--- config.mk ---
export PLATFORM = sky130hd
export DESIGN_NAME = led_pwm_dimmer_flat
export DESIGN_NICKNAME = d
export VERILOG_FILES = /design/src/rtl/led_pwm_dimmer_if.sv /design/src/rtl/led_pwm_dimmer.sv /design/src/flat_wrapper.sv
export SDC_FILE = /design/constraint.sdc
export NUM_CORES = 1
export LEC_CHECK = 0
export BUFFER_PORTS_ARGS = -buffer_cell sky130_fd_sc_hd__buf_2
export CAP_MARGIN = 0
export CORE_MARGIN = 2
export CORE_UTILIZATION = 56
export CTS_CLUSTER_SIZE = 8
export DETAILED_ROUTE_END_ITERATION = 16
export PLACE_DENSITY_LB_ADDON = 0.25
export SYNTH_ARGS = -nofsm -noshare
export SYNTH_HDL_FRONTEND = slang
export SYNTH_SLANG_ARGS = --single-unit
--- constraint.sdc ---
create_clock -name clk -period 8.2 [get_ports clk]
set_input_delay 1.23 -clock clk [delete_from_list [all_inputs] [get_ports clk]]
set_output_delay 1.23 -clock clk [all_outputs]
set_load 0.01 [all_outputs]
--- src/rtl/led_pwm_dimmer_if.sv ---
// Register-write bus for led_pwm_dimmer: one-cycle write strobe with address and data.
interface led_pwm_dimmer_if #(
  parameter int unsigned AW       = 5,
  parameter int unsigned PWM_BITS = 8
);
  logic                wr_en;
  logic [AW-1:0]       wr_addr;
  logic [PWM_BITS-1:0] wr_data;

  modport master (output wr_en, output wr_addr, output wr_data);
  modport slave  (input  wr_en, input  wr_addr, input  wr_data);
endinterface

--- src/rtl/led_pwm_dimmer.sv ---
// Multi-channel LED PWM with double-buffered duties applied at period boundaries.
// Define LED_PWM_FADE_EN to add the fade_rate register and gradual duty fading.
module led_pwm_dimmer #(
  parameter int unsigned CHANNELS = 3,
  parameter int unsigned PWM_BITS = 8,
  parameter int unsigned PRESCALE = 16,
  parameter int unsigned AW       = 5
) (
  input  logic                clk,
  input  logic                reset_n,
  led_pwm_dimmer_if.slave     bus,
  output logic [CHANNELS-1:0] pwm_out,
  output logic                period_start,
  output logic                fade_busy
);

  localparam int unsigned PSW = (PRESCALE > 1) ? $clog2(PRESCALE) : 1;

  logic [PSW-1:0]      presc;
  logic [PWM_BITS-1:0] cnt;
  logic                en_q;
  logic                en_d;
  logic [PWM_BITS-1:0] shadow [CHANNELS];
  logic [PWM_BITS-1:0] active [CHANNELS];

  logic tick_c;
  logic boundary_c;
  logic ctrl_wr_c;

  assign tick_c     = (presc == PSW'(PRESCALE - 1));
  // Period boundary: counter wrap, or first enabled cycle after enable rises.
  assign boundary_c = en_q & ((tick_c & (cnt == '1)) | ~en_d);
  assign ctrl_wr_c  = bus.wr_en & (bus.wr_addr == AW'(CHANNELS));

  // Timebase, control register, shadow duties and registered outputs.
  always_ff @(posedge clk) begin
    if (!reset_n) begin
      presc        <= '0;
      cnt          <= '0;
      en_q         <= 1'b0;
      en_d         <= 1'b0;
      period_start <= 1'b0;
      pwm_out      <= '0;
      for (int unsigned n = 0; n < CHANNELS; n++) shadow[n] <= '0;
    end else begin
      en_d         <= en_q;
      period_start <= boundary_c;
      if (ctrl_wr_c) en_q <= bus.wr_data[0];
      for (int unsigned n = 0; n < CHANNELS; n++) begin
        if (bus.wr_en && (bus.wr_addr == AW'(n))) shadow[n] <= bus.wr_data;
        pwm_out[n] <= en_q & (cnt < active[n]);
      end
      if (en_q) begin
        presc <= tick_c ? '0 : presc + PSW'(1);
        if (tick_c) cnt <= cnt + PWM_BITS'(1);
      end else begin
        presc <= '0;
        cnt   <= '0;
      end
    end
  end

`ifdef LED_PWM_FADE_EN
  logic [PWM_BITS-1:0] fade_rate;
  logic [PWM_BITS-1:0] fade_div;
  logic                rate_wr_c;
  logic                fade_step_c;
  logic                busy_c;

  assign rate_wr_c   = bus.wr_en & (bus.wr_addr == AW'(CHANNELS + 1));
  assign fade_step_c = (fade_div == fade_rate - PWM_BITS'(1));

  always_comb begin
    busy_c = 1'b0;
    for (int unsigned n = 0; n < CHANNELS; n++) busy_c = busy_c | (active[n] != shadow[n]);
  end

  // Active duties move one LSB toward shadow every fade_rate boundaries.
  always_ff @(posedge clk) begin
    if (!reset_n) begin
      fade_rate <= '0;
      fade_div  <= '0;
      fade_busy <= 1'b0;
      for (int unsigned n = 0; n < CHANNELS; n++) active[n] <= '0;
    end else begin
      fade_busy <= busy_c;
      if (rate_wr_c) begin
        fade_rate <= bus.wr_data;
        fade_div  <= '0;
      end else if (boundary_c && (fade_rate != '0)) begin
        fade_div <= fade_step_c ? '0 : fade_div + PWM_BITS'(1);
      end
      if (boundary_c) begin
        for (int unsigned n = 0; n < CHANNELS; n++) begin
          if (fade_rate == '0) begin
            active[n] <= shadow[n];
          end else if (fade_step_c) begin
            if (active[n] < shadow[n])      active[n] <= active[n] + PWM_BITS'(1);
            else if (active[n] > shadow[n]) active[n] <= active[n] - PWM_BITS'(1);
          end
        end
      end
    end
  end
`else
  always_ff @(posedge clk) begin
    if (!reset_n) begin
      for (int unsigned n = 0; n < CHANNELS; n++) active[n] <= '0;
    end else if (boundary_c) begin
      for (int unsigned n = 0; n < CHANNELS; n++) active[n] <= shadow[n];
    end
  end

  assign fade_busy = 1'b0;
`endif

endmodule

--- src/flat_wrapper.sv ---
// flat-port wrapper written by rule: the top's interface ports become plain ports
module led_pwm_dimmer_flat 
#(
  parameter int unsigned CHANNELS = 3,
  parameter int unsigned PWM_BITS = 8,
  parameter int unsigned PRESCALE = 16,
  parameter int unsigned AW       = 5
)
  (clk, reset_n, pwm_out, period_start, fade_busy, bus_wr_en, bus_wr_addr, bus_wr_data);
  led_pwm_dimmer_if #(.AW(AW), .PWM_BITS(PWM_BITS)) bus_i ();
  input  logic clk;
  input  logic reset_n;
  output logic [CHANNELS-1:0] pwm_out;
  output logic period_start;
  output logic fade_busy;
  input wire logic [$bits(bus_i.wr_en)-1:0] bus_wr_en;
  input wire logic [$bits(bus_i.wr_addr)-1:0] bus_wr_addr;
  input wire logic [$bits(bus_i.wr_data)-1:0] bus_wr_data;
  assign bus_i.wr_en = bus_wr_en;
  assign bus_i.wr_addr = bus_wr_addr;
  assign bus_i.wr_data = bus_wr_data;
  led_pwm_dimmer #(.CHANNELS(CHANNELS), .PWM_BITS(PWM_BITS), .PRESCALE(PRESCALE), .AW(AW)) u_core (.clk(clk), .reset_n(reset_n), .bus(bus_i), .pwm_out(pwm_out), .period_start(period_start), .fade_busy(fade_busy));
endmodule
==> impl_metrics.env, run 1 <==
export IMPL_fmax_mhz=330.0
export IMPL_synth_area_leader_cell="edfxtp_1"
export IMPL_fin_nets=299
export IMPL_wirelength_um=4837
export IMPL_grt_pass1_vias=1684
export IMPL_finalSetupViolations=0
export IMPL_wl_per_cell_um=14.35
export IMPL_maxCapViolations=0
export IMPL_die_h_um=78.55
export IMPL_synth_top_area_share_pct=46.32
export IMPL_r2r_start="u_core.presc[0]"
export IMPL_tns_ns=0
export IMPL_required_ns=8.16
export IMPL_antenna_found_initial=0
export IMPL_cts_path_max_buffers=2
export IMPL_post_route_drc_count=0
export IMPL_period_share_pct=36.95
export IMPL_synth_top_cells_by_count="edfxtp_1 (48), inv_1 (27), ha_1 (23)"
export IMPL_grt_max_degree=40
export IMPL_numCtsBuffers=9
export IMPL_gp_congestion=0.8097
export IMPL_die_x_um=78.55
export IMPL_synth_compound_gate_area_share_pct=7.801
export IMPL_grt_use_total_pct=17.92
export IMPL_status="finished, final reports clean"
export IMPL_rsz0062_at_grt="false"
export IMPL_synth_avg_cell_area_um2=13.19
export IMPL_startpoint_type="input pin"
export IMPL_cts_tree="done"
export IMPL_synth_warnings=0
export IMPL_rows=27
export IMPL_worst_r2r_path_depth=5
export IMPL_fin_crit_ns=3.030
export IMPL_ir_worst_vdd_uv=144.2
export IMPL_leakage_nw=1.335
export IMPL_timing_rr_end="u_core.active[0][14]"
export IMPL_max_slew_margin_pct=23.32
export IMPL_worstHoldEndpoint="u_core.presc[0]"
export IMPL_rrSetupSlack_ns=5.48
export IMPL_dieArea_um2=6169
export IMPL_synth_simple_gate_area_share_pct=18.30
export IMPL_cts_setup_buffers=0
export IMPL_synth_area_leaders="edfxtp_1 (46%), dfxtp_1 (12%), ha_1 (9.2%), nor3b_2 (7.2%), inv_1 (3.3%)"
export IMPL_crit_chain="buf_2 > or4b_2 > o31ai_1"
export IMPL_hold_class="flop to flop"
export IMPL_ant_nets=0
export IMPL_worstSkewPairLatency_ns=0.34
export IMPL_initial_utilization_pct=57.21
export IMPL_synth_xor_area_share_pct=0.8444
export IMPL_syn_inst=236
export IMPL_dr_pass1_iters=4
export IMPL_synthMuxAreaShare_pct=0.3217
export IMPL_yosys_cell_types_count=39
export IMPL_drive_above_1_share_pct=21.13
export IMPL_seq_area_frac_synth_pct=57.90
export IMPL_synthAdderAreaFrac_pct=9.248
export IMPL_core_area_um2=5439
export IMPL_synth_nets=275
export IMPL_synth_edf_count=48
export IMPL_slowest_delay_ns=0.94
export IMPL_async_flop_share_pct=0
export IMPL_cp_end_kind="flop"
export IMPL_syn_area_um2=3112
export IMPL_synth_seq_cells=66
export IMPL_synth_top_family_by_area="simple AND/OR/NAND/NOR gates"
export IMPL_drt_iter0_drc=59
export IMPL_synth_flop_cell="edfxtp_1"
export IMPL_skew_ns=0.006974
export IMPL_diodes=0
export IMPL_ctsResizeCount=0
export IMPL_cts_sinks=66
export IMPL_root_buffer="clkbuf_8"
export IMPL_holdPathStages=1
export IMPL_path_clk_slew_ns=0.07
export IMPL_worstPathMaxFanout=8
export IMPL_drv_slew=0
export IMPL_cp_slowest_cell="o31ai_1"
export IMPL_hold_viol=0
export IMPL_routed_via_density=5.347
export IMPL_pin_count=21
export IMPL_post_synth_top_count_cell="edfxtp_1"
export IMPL_worstHoldStart="u_core.presc[0]"
export IMPL_port_buffer_count=19
export IMPL_via_count=1802
export IMPL_path_class="input pin to flop"
export IMPL_cts_max_level=3
export IMPL_critical_path_arrival_ns=2.99
export IMPL_tightestPinTransition_ns=1.140
export IMPL_area_delta_synth_final_pct=10.33
export IMPL_power_density_nw_per_um2=190.0
export IMPL_dp_hpwl_um=3390
export IMPL_cts_hold_buf=0
export IMPL_fin_worst_hold_slack_ns=0.4632
export IMPL_grt_first_pass_wirelength_um=8128
export IMPL_gr_total_overflow=0
==> layer usage <==
layer	GRT usage, %	vias to the layer above	part of all wire (%)
met5	0	-	0
met4	8.421	0	2.6
met3	6.207	12	4.6
met2	28.80	53	47
met1	21.64	814	45
li1	-	923	-
==> state kept, by name, indices dropped and copies added, names as in the netlist <==
signal	count
u_core.cnt	8
u_core.presc	4
u_core.shadow	24
u_core.en_q	1
u_core.period_start	1
u_core.active	24
u_core.pwm_out	3
u_core.en_d	1
==> worst max-delay path, delay by kind of cell <==
kind	cells	cell delay (ns)
AO/OA/AOI/OAI	1	0.94
AND/OR/NAND/NOR	1	0.72
buffers and inverters	1	0.10
==> worst max path at each step <==
stage / start / to
after CTS: bus_wr_addr[3] / u_core.shadow[0][5]
after floorplan: u_core.presc[0] / u_core.active[0][0]
after detailed placement: bus_wr_addr[3] / u_core.shadow[0][6]
after global placement: bus_wr_addr[3] / u_core.shadow[0][5]
final: bus_wr_addr[3] / u_core.shadow[0][0]
after global routing: bus_wr_addr[3] / u_core.shadow[0][5]
==> cells by family after synthesis <==
| logic type | Yosys count |
|---|---|
| AO/OA/AOI/OAI | 35 |
| XOR/XNOR | 3 |
| adder cells (fa/ha/maj) | 23 |
| buffers and inverters | 35 |
| flip-flops | 66 |
| multiplexers | 1 |
| other | 1 |
| AND/OR/NAND/NOR | 72 |
==> cell type report <==
class | count | area [µm²]
repair buffers | 21 | 110.1
multi-input cells | 135 | 1144
clock buffers | 11 | 131.4
clock inverters | 5 | 55.05
inverters | 27 | 101.3
flip-flops and latches | 66 | 1802
fillers | 422 | 2006
well taps | 72 | 90.09
==> metrics by stage <==
stage	total power [mW]	util [%]	std cells	cell area, µm²	setup slack, ns
floorplan	0.3919	-	236	3112	4.588
global placement	0.3989	59.70	321	3247	4.900
detailed placement	0.3997	59.70	321	3247	4.827
CTS	0.6574	63.12	337	3433	5.196
global route	0.6761	63.12	337	3433	5.107
finish	0.6524	63.12	337	3433	5.170
==> placed cells by master, fill, tap and decap left out, types with 2 or more instances in the layout <==
cell / Yosys / layout
dfxtp_1: 18 / 18
nand4_1: 6 / 6
a2111oi_0: 6 / 6
nand2_1: 6 / 6
and2_1: 8 / 8
nor3b_1: 6 / 6
clkbuf_8: 0 / 9
o21ai_0: 7 / 6
ha_1: 23 / 23
o21a_1: 3 / 3
inv_1: 27 / 27
o31a_1: 3 / 3
a21o_1: 3 / 3
nand2b_1: 3 / 3
a21oi_1: 7 / 7
xnor2_1: 2 / 2
and3_1: 2 / 2
buf_2: 0 / 19
nor2_1: 9 / 9
and4_1: 3 / 3
edfxtp_1: 48 / 48
or4_1: 2 / 2
nor3b_2: 18 / 18
or3_1: 3 / 3
o31ai_1: 4 / 4
buf_4: 1 / 2
clkbuf_1: 4 / 2
==> power by group <==
group          switching [mW]  internal [mW]  leakage (nW)
clock network           0.120          0.139        0.0909
registers             0.00297          0.369         0.621
logic                  0.0116        0.00918         0.622
(Power assumes the default switching activity.)
==> inputs of run 2 (changes only) <==
- clock period: 8.2 -> 2.95 ns (I/O delays scaled with it)
==> impl_metrics.env, run 2 (same netlist as run 1, synthesis figures left out) <==
export IMPL_fin_crit_ns=2.051
export IMPL_grt_pass1_vias=1828
export IMPL_grt_use_met3_pct=7.011
export IMPL_cts_sinks=66
export IMPL_slowest_delay_ns=0.44
export IMPL_ctsResizeCount=0
export IMPL_setup_ws_ns=0.8988
export IMPL_cts_path_max_buffers=2
export IMPL_tightestPinTransition_ns=0.4968
export IMPL_pin_count=21
export IMPL_final_common_cell="edfxtp_1"
export IMPL_wl_per_cell_um=15.52
export IMPL_final_cell_mix="edfxtp_1 (48), inv_1 (27), ha_1 (23)"
export IMPL_cp_endpoint="u_core.active[0][15]"
export IMPL_cts_tree="done"
export IMPL_cts_hold_buf=0
export IMPL_cp_num_buf_inv=1
export IMPL_gr_total_overflow=0
export IMPL_use_met2_pct=30.26
export IMPL_cp_end_kind="flop"
export IMPL_dr_pass1_iters=4
export IMPL_gp_congestion=0.7601
export IMPL_leakage_nw=1.346
export IMPL_startpoint_type="flop"
export IMPL_rrSetupSlack_ns=0.90
export IMPL_place_ws_ns=0.9132
export IMPL_core_area_um2=5439
export IMPL_skew_ns=0.006106
export IMPL_dieArea_um2=6169
export IMPL_finalSetupViolations=0
export IMPL_cts_setup_buffers=0
export IMPL_path_class="flop to flop"
export IMPL_top_usage_layer="met2"
export IMPL_port_buffer_count=19
export IMPL_ant_nets=0
export IMPL_critPathTopFamily="compound AO/OA/AOI/OAI gates"
export IMPL_period_share_pct=69.53
export IMPL_die_h_um=78.55
export IMPL_fmax_mhz=487.5
export IMPL_cts_max_level=3
export IMPL_post_route_drc_count=0
export IMPL_diodes=0
export IMPL_drv_slew=0
export IMPL_r2r_start="u_core.presc[0]"
export IMPL_tns_ns=0
export IMPL_cp_startpoint="u_core.presc[0]"
export IMPL_worst_r2r_path_depth=5
export IMPL_grt_first_pass_wirelength_um=8763
export IMPL_area_delta_synth_final_pct=10.74
export IMPL_rows=27
export IMPL_initial_utilization_pct=57.21
export IMPL_critical_path_arrival_ns=2.06
export IMPL_rsz0062_at_grt="false"
export IMPL_numCtsBuffers=9
export IMPL_drt_iter0_drc=108
export IMPL_fin_nets=304
export IMPL_drive_above_1_share_pct=22.96
export IMPL_cp_slowest_cell="o41a_1"
export IMPL_status="finished, final reports clean"
export IMPL_die_x_um=78.55
export IMPL_antenna_found_initial=0
export IMPL_worstSkewPairLatency_ns=0.33
export IMPL_routed_via_density=5.509
export IMPL_hold_viol=0
export IMPL_power_density_nw_per_um2=502.7
export IMPL_worstPathMaxFanout=24
export IMPL_gr_usage_met1_pct=24.08
export IMPL_maxCapViolations=0
export IMPL_via_count=1884
export IMPL_root_buffer="clkbuf_8"
export IMPL_timing_rr_end="u_core.active[0][15]"
export IMPL_grt_use_total_pct=19.26
export IMPL_required_ns=2.96
export IMPL_max_slew_margin_pct=66.02
export IMPL_dp_hpwl_um=3859
export IMPL_path_clk_slew_ns=0.07
export IMPL_worst_path_stages=5
export IMPL_wirelength_um=5309
export IMPL_ir_worst_vdd_uv=328.9
export IMPL_crit_chain="ha_1 > nand4_4 > o41a_1 > o21ai_2 > buf_4"
export IMPL_reg_top3="u_core.active (24), u_core.shadow (24), u_core.cnt (8)"
export IMPL_hold_class="input pin to flop"
export IMPL_grt_max_degree=27
## run 2: cell types whose count changed in the layout (fill, tap and decap cells not counted)
cell        before  now
clkinvlp_4       1    2
clkinv_2         1    3
clkinv_4         1    0
buf_4            2    7
bufinv_16        1    0
clkbuf_1         2    1
## run 2: routing by layer
metal  vias to the layer above  wire, µm
met4                         0       152
met5                         -         0
met3                        16       223
li1                        931         -
met1                       888      2381
met2                        49      2551
## run 2: how the worst min path moves through the flow
stage / depth (start not counted) / slack, ns / from / end
2_1_floorplan: 1 / 0.43 / u_core.presc[0] / u_core.presc[0]
3_3_place_gp: 1 / 0.44 / u_core.presc[0] / u_core.presc[0]
3_5_place_dp: 1 / 0.48 / u_core.presc[0] / u_core.presc[0]
4_1_cts: 3 / 0.39 / bus_wr_data[0] / u_core.en_q
5_1_grt: 3 / 0.40 / bus_wr_data[0] / u_core.en_q
6_report: 3 / 0.39 / bus_wr_data[0] / u_core.en_q
## run 2: final cells by class
type                            count  area (µm²)
Clock buffer                       10       127.6
Clock inverter                      6       33.78
Fill cell                         409        1993
Inverter                           27       101.3
Multi-Input combinational cell    135        1144
Sequential cell                    66        1802
Tap cell                           72       90.09
Timing Repair Buffer               26       147.6
## run 2: metrics by stage
| stage | power (mW) | hold WS (ns) | area [µm²] | instances | utilization [%] |
|---|---|---|---|---|---|
| 6_report | 1.732 | 0.3935 | 3446 | 342 | 63.35 |
| 5_1_grt | 1.803 | 0.4031 | 3446 | 342 | 63.35 |
| 4_1_cts | 1.741 | 0.3887 | 3446 | 342 | 63.35 |
| 3_5_place_dp | 1.117 | 0.4796 | 3284 | 326 | 60.39 |
| 3_3_place_gp | 1.114 | 0.4431 | 3284 | 326 | 60.39 |
| 2_1_floorplan | 1.089 | 0.4297 | 3115 | 236 | - |
## run 2: report_power, final
group	internal, mW	total [mW]	switching, mW
registers	1.02	1.03	0.00933
clock network	0.297	0.635	0.338
logic	0.0293	0.0635	0.0342
total	1.35	1.73	0.381
## run 2: worst min-delay path: stages
cell	delay [ns]
buf_2	0.10
nand4_1	0.06
a21boi_0	0.07
==> inputs of run 3 (changes only) <==
- CORE_UTILIZATION: 56 -> 54
- clock period: 2.95 -> 1.8 ns (I/O delays scaled with it)
==> impl_metrics.env, run 3 (same netlist as run 1, synthesis figures left out) <==
export IMPL_ir_worst_vdd_uv=565.5
export IMPL_final_cell_mix="edfxtp_1 (48), inv_1 (27), ha_1 (21)"
export IMPL_place_ws_ns=-0.06452
export IMPL_cp_slowest_cell="o41a_1"
export IMPL_post_route_drc_count=0
export IMPL_status="finished, violations left"
export IMPL_hold_viol=0
export IMPL_fmax_mhz=548.1
export IMPL_final_common_cell="edfxtp_1"
export IMPL_ant_nets=0
export IMPL_critPathTopFamily="compound AO/OA/AOI/OAI gates"
export IMPL_cts_tree="done"
export IMPL_fin_crit_ns=1.824
export IMPL_cts_sinks=66
export IMPL_dpl_cell_area_um2=3458
export IMPL_die_h_um=79.91
export IMPL_cp_startpoint="u_core.presc[1]"
export IMPL_root_buffer="clkbuf_8"
export IMPL_skew_ns=0.009115
export IMPL_core_area_um2=5540
export IMPL_crit_chain="ha_4 > nand4_4 > o41a_1 > buf_4 > clkbuf_16 > nor3b_2"
export IMPL_rows=27
export IMPL_pin_count=21
export IMPL_grt_first_pass_wirelength_um=9059
export IMPL_fin_nets=319
export IMPL_grt_max_degree=34
export IMPL_grt_use_total_pct=19.21
export IMPL_cp_num_buf_inv=2
export IMPL_finalSetupViolations=1
export IMPL_cts_path_max_buffers=2
export IMPL_slowest_delay_ns=0.46
export IMPL_diodes=0
export IMPL_timing_rr_end="u_core.active[0][16]"
export IMPL_gr_total_overflow=0
export IMPL_period_share_pct=101.4
export IMPL_gp_congestion=0.7537
export IMPL_worstSkewPairLatency_ns=0.34
export IMPL_rsz0062_at_grt="true"
export IMPL_wirelength_um=5640
export IMPL_die_x_um=79.91
export IMPL_critical_path_arrival_ns=2.00
export IMPL_instances_no_fill=357
export IMPL_numCtsBuffers=9
export IMPL_worst_r2r_path_depth=6
export IMPL_worst_path_stages=6
export IMPL_routed_via_density=5.370
export IMPL_dp_cells=335
export IMPL_power_density_nw_per_um2=802.4
export IMPL_required_ns=1.98
export IMPL_violations="setup timing"
export IMPL_r2r_start="u_core.presc[1]"
export IMPL_path_clk_slew_ns=0.07
export IMPL_reg_top3="u_core.active (24), u_core.shadow (24), u_core.cnt (8)"
export IMPL_cp_endpoint="u_core.active[0][16]"
export IMPL_maxCapViolations=0
export IMPL_drv_slew=0
export IMPL_wl_per_cell_um=15.80
export IMPL_drive_above_1_share_pct=31.23
export IMPL_rrSetupSlack_ns=-0.02
export IMPL_area_delta_synth_final_pct=21.03
export IMPL_leakage_nw=1.482
export IMPL_dieArea_um2=6386
export IMPL_cp_end_kind="flop"
export IMPL_grt_pass1_vias=1838
export IMPL_cts_max_level=3
export IMPL_via_count=1917
export IMPL_hold_class="input pin to flop"
export IMPL_path_class="flop to flop"
export IMPL_initial_utilization_pct=56.17
export IMPL_drt_iter0_drc=103
export IMPL_port_buffer_count=19
export IMPL_startpoint_type="flop"
export IMPL_cts_hold_buf=0
export IMPL_dr_pass1_iters=4
export IMPL_dp_hpwl_um=3869
export IMPL_antenna_found_initial=0
export IMPL_worstPathMaxFanout=12
export IMPL_setup_ws_ns=-0.02434
export IMPL_design_area_um2=3766
-- run 3: cell types whose count changed in the layout (fill, tap and decap cells not counted), moves of 3 or more --
cell | previous run | this run
dfxtp_1 | 18 | 14
buf_4 | 7 | 16
clkinv_4 | 0 | 3
buf_12 | 0 | 4
-- run 3: cell type report --
type | count | area, µm²
clock inverters | 7 | 70.07
flip-flops and latches | 66 | 1812
well taps | 72 | 90.09
inverters | 27 | 101.3
repair buffers | 41 | 345.3
clock buffers | 9 | 123.9
multi-input cells | 135 | 1224
fillers | 383 | 1774
-- run 3: metrics by stage --
stage / utilization [%] / setup TNS (ns) / hold WS (ns) / power, mW
global placement: 62.42 / -0.7375 / 0.4378 / 1.841
finish: 67.98 / -0.02434 / 0.1983 / 3.022
global route: 67.98 / -1.629 / 0.2069 / 3.117
floorplan: - / -8.604 / 0.4238 / 1.789
detailed placement: 62.42 / -0.8855 / 0.4482 / 1.844
CTS: 65.99 / 0 / 0.1887 / 3.037
-- run 3: how the worst min path moves through the flow --
| stage | start | cells after the start | to |
|---|---|---|---|
| 2_1_floorplan | reset_n | 1 | u_core.en_q |
| 3_3_place_gp | u_core.presc[0] | 1 | u_core.presc[0] |
| 3_5_place_dp | u_core.presc[0] | 1 | u_core.presc[0] |
| 4_1_cts | bus_wr_data[0] | 3 | u_core.en_q |
| 5_1_grt | bus_wr_data[0] | 3 | u_core.en_q |
| 6_report | bus_wr_data[0] | 3 | u_core.en_q |
-- run 3: timing repair --
| action | CTS | global route |
|---|---|---|
| cloned | 0 | 2 |
| setup buffers | 0 | 4 |
| resized for setup | 1 | 7 |
| pin swaps | 0 | 1 |
| endpoints found under the setup margin | 3 | 31 |
| hold endpoints to repair | 0 | 0 |
-- run 3: worst register-to-register path, delay by kind of cell (launching register included) --
kind                       cells  cell delay [ns]
adders and majority gates      1             0.16
AOI/OAI and AO/OA              1             0.46
DFF                            1             0.37
buffers and inverters          2             0.36
and+or+nand+nor                2             0.30
-- run 3: routing by layer --
| layer | track usage, % | wire length, µm | up-vias |
|---|---|---|---|
| li1 | - | - | 963 |
| met1 | 25.90 | 2601 | 905 |
| met2 | 29.42 | 2725 | 39 |
| met3 | 4.751 | 205 | 10 |
| met4 | 8.644 | 107 | 0 |
| met5 | 0 | 0 | - |
-- run 3: power by group --
group | switching [mW] | leakage (nW) | internal [mW]
Clock | 0.573 | 0.101 | 0.636
Combinational | 0.0624 | 0.757 | 0.0592
Sequential | 0.0157 | 0.624 | 1.68
Total | 0.652 | 1.48 | 2.37
